File: src/rtl/quotient_bcd_converter_pkg.sv
// Shared constants for the quotient-to-BCD converter: FSM encodings,
// the error digit and default sizing matching the divider's quotient.
package quotient_bcd_converter_pkg;

    localparam int DEFAULT_SIZE   = 32;
    localparam int DEFAULT_DIGITS = 10;

    typedef logic [1:0] state_t;

    localparam state_t ST_IDLE    = 2'd0;
    localparam state_t ST_CONVERT = 2'd1;
    localparam state_t ST_FINISH  = 2'd2;

    localparam logic [3:0] ERR_DIGIT = 4'hF;

    // A digit of 5 or more would overflow past 9 after doubling, so it gets +3 first.
    function automatic logic needs_adjust(input logic [3:0] digit);
        return digit >= 4'd5;
    endfunction

endpackage

File: src/rtl/quotient_bcd_converter_bcd_digit_adjust.sv
// Combinational add-3 correction for one BCD digit ahead of a
// double-dabble shift.
module bcd_digit_adjust
    import quotient_bcd_converter_pkg::*;
(
    input  logic [3:0] digit_in,
    output logic [3:0] digit_out
);

    always_comb begin
        digit_out = digit_in;
        if (needs_adjust(digit_in)) begin
            digit_out = digit_in + 4'd3;
        end
    end

endmodule

File: src/rtl/quotient_bcd_converter.sv
// Captures the divider quotient on start and converts it to packed BCD one
// bit per clock; a divider error skips conversion and yields an all-F result.
module quotient_bcd_converter
    import quotient_bcd_converter_pkg::*;
#(
    parameter int SIZE   = DEFAULT_SIZE,
    parameter int DIGITS = DEFAULT_DIGITS
)
(
    input  logic                  clk,
    input  logic                  reset,
    input  logic                  start,
    input  logic [SIZE-1:0]       bin_in,
    input  logic                  error_in,
    output logic                  busy,
    output logic                  done,
    output logic [4*DIGITS-1:0]   bcd_out,
    output logic                  err_out
);

    localparam int BCD_W = 4 * DIGITS;
    localparam int SR_W  = BCD_W + SIZE;
    localparam int CNT_W = $clog2(SIZE + 1);

    state_t            state_q, state_d;
    logic [SR_W-1:0]   shift_q, shift_d;
    logic [CNT_W-1:0]  count_q, count_d;
    logic [BCD_W-1:0]  bcd_q, bcd_d;
    logic              err_q, err_d;
    logic              err_pending_q, err_pending_d;
    logic              done_q, done_d;

    logic [BCD_W-1:0]  bcd_adj;
    logic [SR_W-1:0]   shift_adj;

    genvar gi;
    generate
        for (gi = 0; gi < DIGITS; gi++) begin : g_adjust
            bcd_digit_adjust u_adjust (
                .digit_in  (shift_q[SIZE + 4*gi +: 4]),
                .digit_out (bcd_adj[4*gi +: 4])
            );
        end
    endgenerate

    assign shift_adj = {bcd_adj, shift_q[SIZE-1:0]};

    // Output registers only change in FINISH, so results hold through later conversions.
    always_comb begin
        state_d       = state_q;
        shift_d       = shift_q;
        count_d       = count_q;
        bcd_d         = bcd_q;
        err_d         = err_q;
        err_pending_d = err_pending_q;
        done_d        = 1'b0;

        case (state_q)
            ST_IDLE: begin
                if (start) begin
                    if (error_in) begin
                        err_pending_d = 1'b1;
                        state_d       = ST_FINISH;
                    end else begin
                        err_pending_d = 1'b0;
                        shift_d       = {{BCD_W{1'b0}}, bin_in};
                        count_d       = CNT_W'(SIZE);
                        state_d       = ST_CONVERT;
                    end
                end
            end
            ST_CONVERT: begin
                shift_d = shift_adj << 1;
                count_d = count_q - 1'b1;
                if (count_q == CNT_W'(1)) begin
                    state_d = ST_FINISH;
                end
            end
            ST_FINISH: begin
                done_d = 1'b1;
                if (err_pending_q) begin
                    bcd_d = {DIGITS{ERR_DIGIT}};
                    err_d = 1'b1;
                end else begin
                    bcd_d = shift_q[SR_W-1:SIZE];
                    err_d = 1'b0;
                end
                err_pending_d = 1'b0;
                state_d       = ST_IDLE;
            end
            default: begin
                state_d = ST_IDLE;
            end
        endcase
    end

    always_ff @(posedge clk) begin
        if (reset) begin
            state_q       <= ST_IDLE;
            shift_q       <= '0;
            count_q       <= '0;
            bcd_q         <= '0;
            err_q         <= 1'b0;
            err_pending_q <= 1'b0;
            done_q        <= 1'b0;
        end else begin
            state_q       <= state_d;
            shift_q       <= shift_d;
            count_q       <= count_d;
            bcd_q         <= bcd_d;
            err_q         <= err_d;
            err_pending_q <= err_pending_d;
            done_q        <= done_d;
        end
    end

    assign busy    = (state_q != ST_IDLE);
    assign done    = done_q;
    assign bcd_out = bcd_q;
    assign err_out = err_q;

endmodule
File: config.mk
export PLATFORM = sky130hd
export DESIGN_NAME = quotient_bcd_converter
export DESIGN_NICKNAME = d
export VERILOG_FILES = /design/src/rtl/quotient_bcd_converter_pkg.sv /design/src/rtl/quotient_bcd_converter_bcd_digit_adjust.sv /design/src/rtl/quotient_bcd_converter.sv
export SDC_FILE = /design/constraint.sdc
export NUM_CORES = 1
export LEC_CHECK = 0
export CAP_MARGIN = 20
export CORE_ASPECT_RATIO = 0.6
export CORE_MARGIN = 10
export CORE_UTILIZATION = 55
export CTS_CLUSTER_DIAMETER = 120
export DETAILED_ROUTE_END_ITERATION = 10
export PLACE_DENSITY = 0.8
export SLEW_MARGIN = 10
export SYNTH_ARGS = -nofsm -noshare
export SYNTH_HDL_FRONTEND = slang
export SYNTH_SLANG_ARGS = --single-unit
File: constraint.sdc
create_clock -name clk -period 1.5 [get_ports clk]
set_input_delay 0.15 -clock clk [delete_from_list [all_inputs] [get_ports clk]]
set_output_delay 0.15 -clock clk [all_outputs]
set_load 0.005 [all_outputs]
Yosys cells after proc, flatten, opt, wreduce, memory -nomap -nowiden
Index checks and enable logic that the tools add are counted.
Word-level totals
  register bits after elaboration: 123
  bits of input ports: 36
  output and inout bits: 43
  word-level logic and storage cells: 67
Operators by class
  add/sub/neg operators: 11
  magnitude comparators: 10
  equal/unequal tests: 6
  multiplexer cells: 26
  reductions and logical operators: 7
Operators with widths (count)
  72-bit two-way mux: 2
  72-bit one-hot mux with 2 select lines: 1
  4-bit by 3-bit >= comparator with 1-bit output, second input constant: 10
  40-bit two-way mux: 1
  4-bit by 2-bit adder with 4-bit output, second input constant: 9
  4-bit two-way mux: 9
  6-bit two-way mux: 2
  6-bit one-hot mux with 2 select lines: 1
  6-bit by 1-bit equality test with 1-bit output, second input constant: 1
  2-bit two-way mux: 3
  2-bit inequality test, second input constant: 3
  2-bit nonzero test: 3
  6-bit by 1-bit subtractor with 6-bit output, second input constant: 1
  1-bit two-way mux: 4
  2-bit one-hot mux with 2 select lines: 1
  2-bit AND reduction: 2
  3-bit by 2-bit adder with 3-bit output, second input constant: 1
  3-bit two-way mux: 1
  3-bit AND reduction: 1
  2-bit by 1-bit equality test with 1-bit output, second input constant: 1
  2-bit equality test, second input constant: 1
  2-bit logical NOT: 1
  1-bit one-hot mux with 2 select lines: 1

Longest topological paths before layout
  depth after elaboration: 3
  gate-level depth with buffers: 6
  gate-level depth less buffers: 6

Hierarchy
A second synthesis with hierarchy kept.
Second synthesis, totals
  cells, all modules: 674
  area, all modules: 5740.5 um2
Modules (own cells, without submodules)
  quotient_bcd_converter: times used 1, cells an instance 514, area an instance 4727.0 um2, seq. area each 2462.4 um2
  bcd_digit_adjust: times used 10, cells an instance 16, area an instance 101.3 um2, seq. area each 0.0 um2

Worst setup path after synthesis
Ideal clock, no wire load.
  path kind: register to register
  start point: reg state_q[1]
  end point: reg shift_q[36]
  setup time: 117 ps
  arrival time: 1237 ps
  data required time: 1383 ps
  setup slack: 146 ps
  stages on the path, launching flop included: 7
  path buffers: 2
  clock period less this slack: 1354 ps
  path through: dfxtp_1 -> inv_2 -> o21ai_2 -> and2b_1 -> buf_4 -> buf_6 -> a22o_1
On the way
  word-level cells in the longest chain between the ends: 3
  elaborated cells on any way between the ends: 7
  classes of those cells: 3 x eq/ne; 1 x mux; 3 x reduce/logical
Ends and longest elaborated chain
  start: declaration: line quotient_bcd_converter.sv:25  | state_t state_q, state_d;
  start signal: assignment: line quotient_bcd_converter.sv:107  | state_q <= state_d;
  2-bit by 1-bit equality test with 1-bit output / 2-bit logical NOT (equally long branches): line quotient_bcd_converter.sv:58  | case (state_q)
  2-bit nonzero test (no line) / 2-bit inequality test (equally long branches)
  3-bit AND reduction (no line)
  end signal: assignment: line quotient_bcd_converter.sv:108  | shift_q <= shift_d;
  end: declaration: line quotient_bcd_converter.sv:26  | logic [SR_W-1:0] shift_q, shift_d;
Parallel ways exist; a longest one is shown, timed or not.
A chain may end at the register's enable or synchronous reset.

Worst setup path in the final report
  start point: reg bcd_q[2] (netlist: bcd_out[2])
  end point: out bcd_out[2]
RTL lines
  start: declaration: line quotient_bcd_converter.sv:28  | logic [BCD_W-1:0] bcd_q, bcd_d;
  start signal: assignment: line quotient_bcd_converter.sv:102  | bcd_q <= '0;
  start signal: assignment: line quotient_bcd_converter.sv:110  | bcd_q <= bcd_d;
  end: declaration: line quotient_bcd_converter.sv:17  | output logic [4*DIGITS-1:0] bcd_out,
No word-level cell between the ends.

==> impl_metrics.py <==
metrics = {
    "run_status": {
        "status": "complete, no violations",
    },
    "cts": {
        "cts_tree": "yes",
        "clock_sinks": 123,
        "htreeDepth": 4,
        "cts_max_path_buffers": 2,
        "clk_pin_slew_ns": 0.06,
        "numCtsBuffers": 17,
        "holdBufCountCts": 0,
        "insertion_delay_ns": 0.42,
        "cts-root-buf": "clkbuf_16",
    },
    "placed_design": {
        "gp_congestion": 0.845,
        "io_buffers": 78,
        "dp_slack_ns": -0.238,
        "dp_hpwl_um": 9150,
    },
    "sta": {
        "setup_ws_ns": 0.0401,
        "setup_viol": 0,
        "hold_viol": 0,
        "fin_crit_sh_pct": 97.3,
        "maxSlewHeadroom_pct": 51.0,
        "final-max-slew-violation-count": 0,
        "rsz0062_at_grt": "no",
        "min_period_ns": 1.46,
        "worstMarginPinSlew_ns": 0.733,
        "skew_ns": 0.0102,
        "fmax_mhz": 685,
    },
    "worst_setup_path": {
        "crit_buf_inv": 1,
        "end_kind": "output port",
        "max_stage_delay_ns": 0.53,
        "required_ns": 1.35,
        "critical_path_class": "reg -> out",
        "crit_family": "buffers and inverters",
        "crit_fanout": 2,
        "crit_chain": "clkdlybuf4s50_1",
        "reg2reg_slack_ns": 0.05,
        "critical_path.slowest_cell": "clkdlybuf4s50_1",
        "worstSetupStartpointType": "flop",
        "arrival_ns": 1.31,
    },
    "global_route": {
        "grt_util_all_layers_pct": 19.1,
        "grt_pass1_vias": 4843,
        "grt.overflow.total": 0,
        "grt_pass1_wl_um": 23500,
        "antenna_found_initial": 0,
        "grt_max_degree": 93,
    },
    "cells_and_area": {
        "nFillCells": 686,
        "drive_above_1_share_pct": 10.8,
        "nets": 787,
        "syn_to_final_growth_pct": 30.2,
        "diodes": 0,
    },
    "run": {
        "drv_cap": 0,
    },
    "logic_synthesis": {
        "yosys.area.top_type": "dfxtp_1",
        "ys_seq_area_share_pct": 43.6,
        "synth_seq_cells": 123,
        "netlist_area_um2": 5640,
        "ys.flop_type": "dfxtp_1",
        "synth.distinct_cells": 32,
        "syn_avg_cell_area_um2": 8.63,
        "syn_inst": 654,
        "synth_most_common_cell": "dfxtp_1",
        "synth_top_cells_by_area": "dfxtp_1 (44%), a22o_1 (9.3%), nor3_1 (8.1%)",
        "synth-edff-count": 0,
        "yosys-top-cells-count": "dfxtp_1 (123), nor2_1 (98), nor3_1 (91), a22o_1 (60), a22oi_1 (33)",
        "synth.top_cell.area_share_pct": 43.6,
        "yosys_warnings": 0,
        "synth_async_sr_flop_share_pct": 0,
        "syn_nets": 712,
    },
    "power_and_ir_drop": {
        "p_leak_nw": 2.86,
        "powerDensity_nw_per_um2": 1170,
        "total_power_mw": 8.61,
        "vdd_drop_max_mv": 0.912,
    },
    "route": {
        "num_vias": 5034,
        "avgViaCountPerCell": 5.75,
        "wirelength_um": 14400,
        "drt_iter0_drc": 323,
        "ant_nets": 0,
        "dr.pass1.iters": 5,
        "wire_per_inst_um": 16.4,
        "drc": 0,
    },
    "floorplanning": {
        "initial_utilization_pct": 56.9,
        "coreArea_um2": 9910,
        "die_w_um": 151,
        "dieArea_um2": 14800,
        "dieHeight_um": 98.5,
        "pin_count": 79,
        "rows": 28,
    },
    "worst_hold_path": {
        "hold_class": "in -> reg",
    },
}
[timing repair]
| action | 4_1_cts | 5_1_grt |
|---|---|---|
| setup buffers | 0 | 3 |
| gates resized for setup | 12 | 16 |
| pin swaps | 0 | 6 |
| endpoints found under the setup margin | 30 | 27 |
[registers in the layout, indices dropped and copies added (netlist names)]
name           count
state_q            2
count_q            6
done               1
bcd_out           40
err_pending_q      1
shift_q           72
err_out            1
[through the flow]
step / hold slack [ns] / util (%) / setup TNS (ns) / instances / area (um^2)
2_1_floorplan: 0.298 / - / 0 / 654 / 5640
3_3_place_gp: 0.445 / 67.0 / -8.69 / 842 / 6640
3_5_place_dp: 0.471 / 67.0 / -11.98 / 842 / 6640
4_1_cts: 0.271 / 73.3 / 0 / 873 / 7270
5_1_grt: 0.310 / 74.1 / 0 / 876 / 7350
6_report: 0.283 / 74.1 / 0 / 876 / 7350
[cells by family (layout without fill, tap and decap cells)]
| group | Yosys count | in the layout | synth area share, % |
|---|---|---|---|
| multiplexers | 10 | 10 | 1.77 |
| buffers and inverters | 75 | 162 | 5.94 |
| adder cells (fa/ha/maj) | 22 | 22 | 4.88 |
| XOR/XNOR | 22 | 22 | 3.42 |
| flip-flops | 123 | 123 | 43.6 |
| AND/OR/NAND/NOR | 256 | 256 | 21.6 |
| AO/OA/AOI/OAI | 146 | 146 | 18.7 |
[report_power, final]
part	internal (mW)	switching (mW)
Combinational	0.491	0.519
Sequential	3.41	0.0894
Clock	2.67	1.43
Total	6.57	2.04
[worst min-delay path, delay by kind of cell]
family                 cells  cell delay, ns
AO/OA/AOI/OAI              1            0.22
buffers and inverters      1            0.13
AND/OR/NAND/NOR            1            0.14
[area by class of cell]
class | count | area [um^2] | area share (%)
inverter | 24 | 90.1 | 1.23
tap | 135 | 169 | 2.30
sequential | 123 | 2470 | 33.6
clock inverter | 8 | 118 | 1.60
timing repair buffer | 107 | 1100 | 15.0
multi-input combinational | 456 | 2930 | 39.9
clock buffer | 23 | 468 | 6.37
[path summary, 6_finish.rpt]
kind / startpoint / to / depth (start not counted)
max reg2reg: shift_q[61] / shift_q[62] / 6
min reg2reg: err_out / err_out / 2
max: bcd_out[2] / bcd_out[2] / 1
min: reset / shift_q[53] / 3
[metal layers]
metal | share of wire (%) | GRT usage, %
met4 | 1.2 | 7.00
met3 | 6.5 | 5.94
met1 | 44 | 24.1
met2 | 48 | 30.1
met5 | 0 | 0
[placed cells by master, fill, tap and decap left out, drive strengths merged, types with 3 or more instances in the layout]
cell type,instances
nand3,10
o21ai,23
xor2,12
nor2,99
clkinv,4
nand2,5
a22oi,33
nand2b,14
inv,24
buf,30
mux2i,10
nor2b,33
ha,22
nor3,91
clkbuf,23
xnor2,10
a22o,60
bufinv,3
dfxtp,123
clkdlybuf4s50,76
a21oi,25
(Power assumes the default switching activity.)
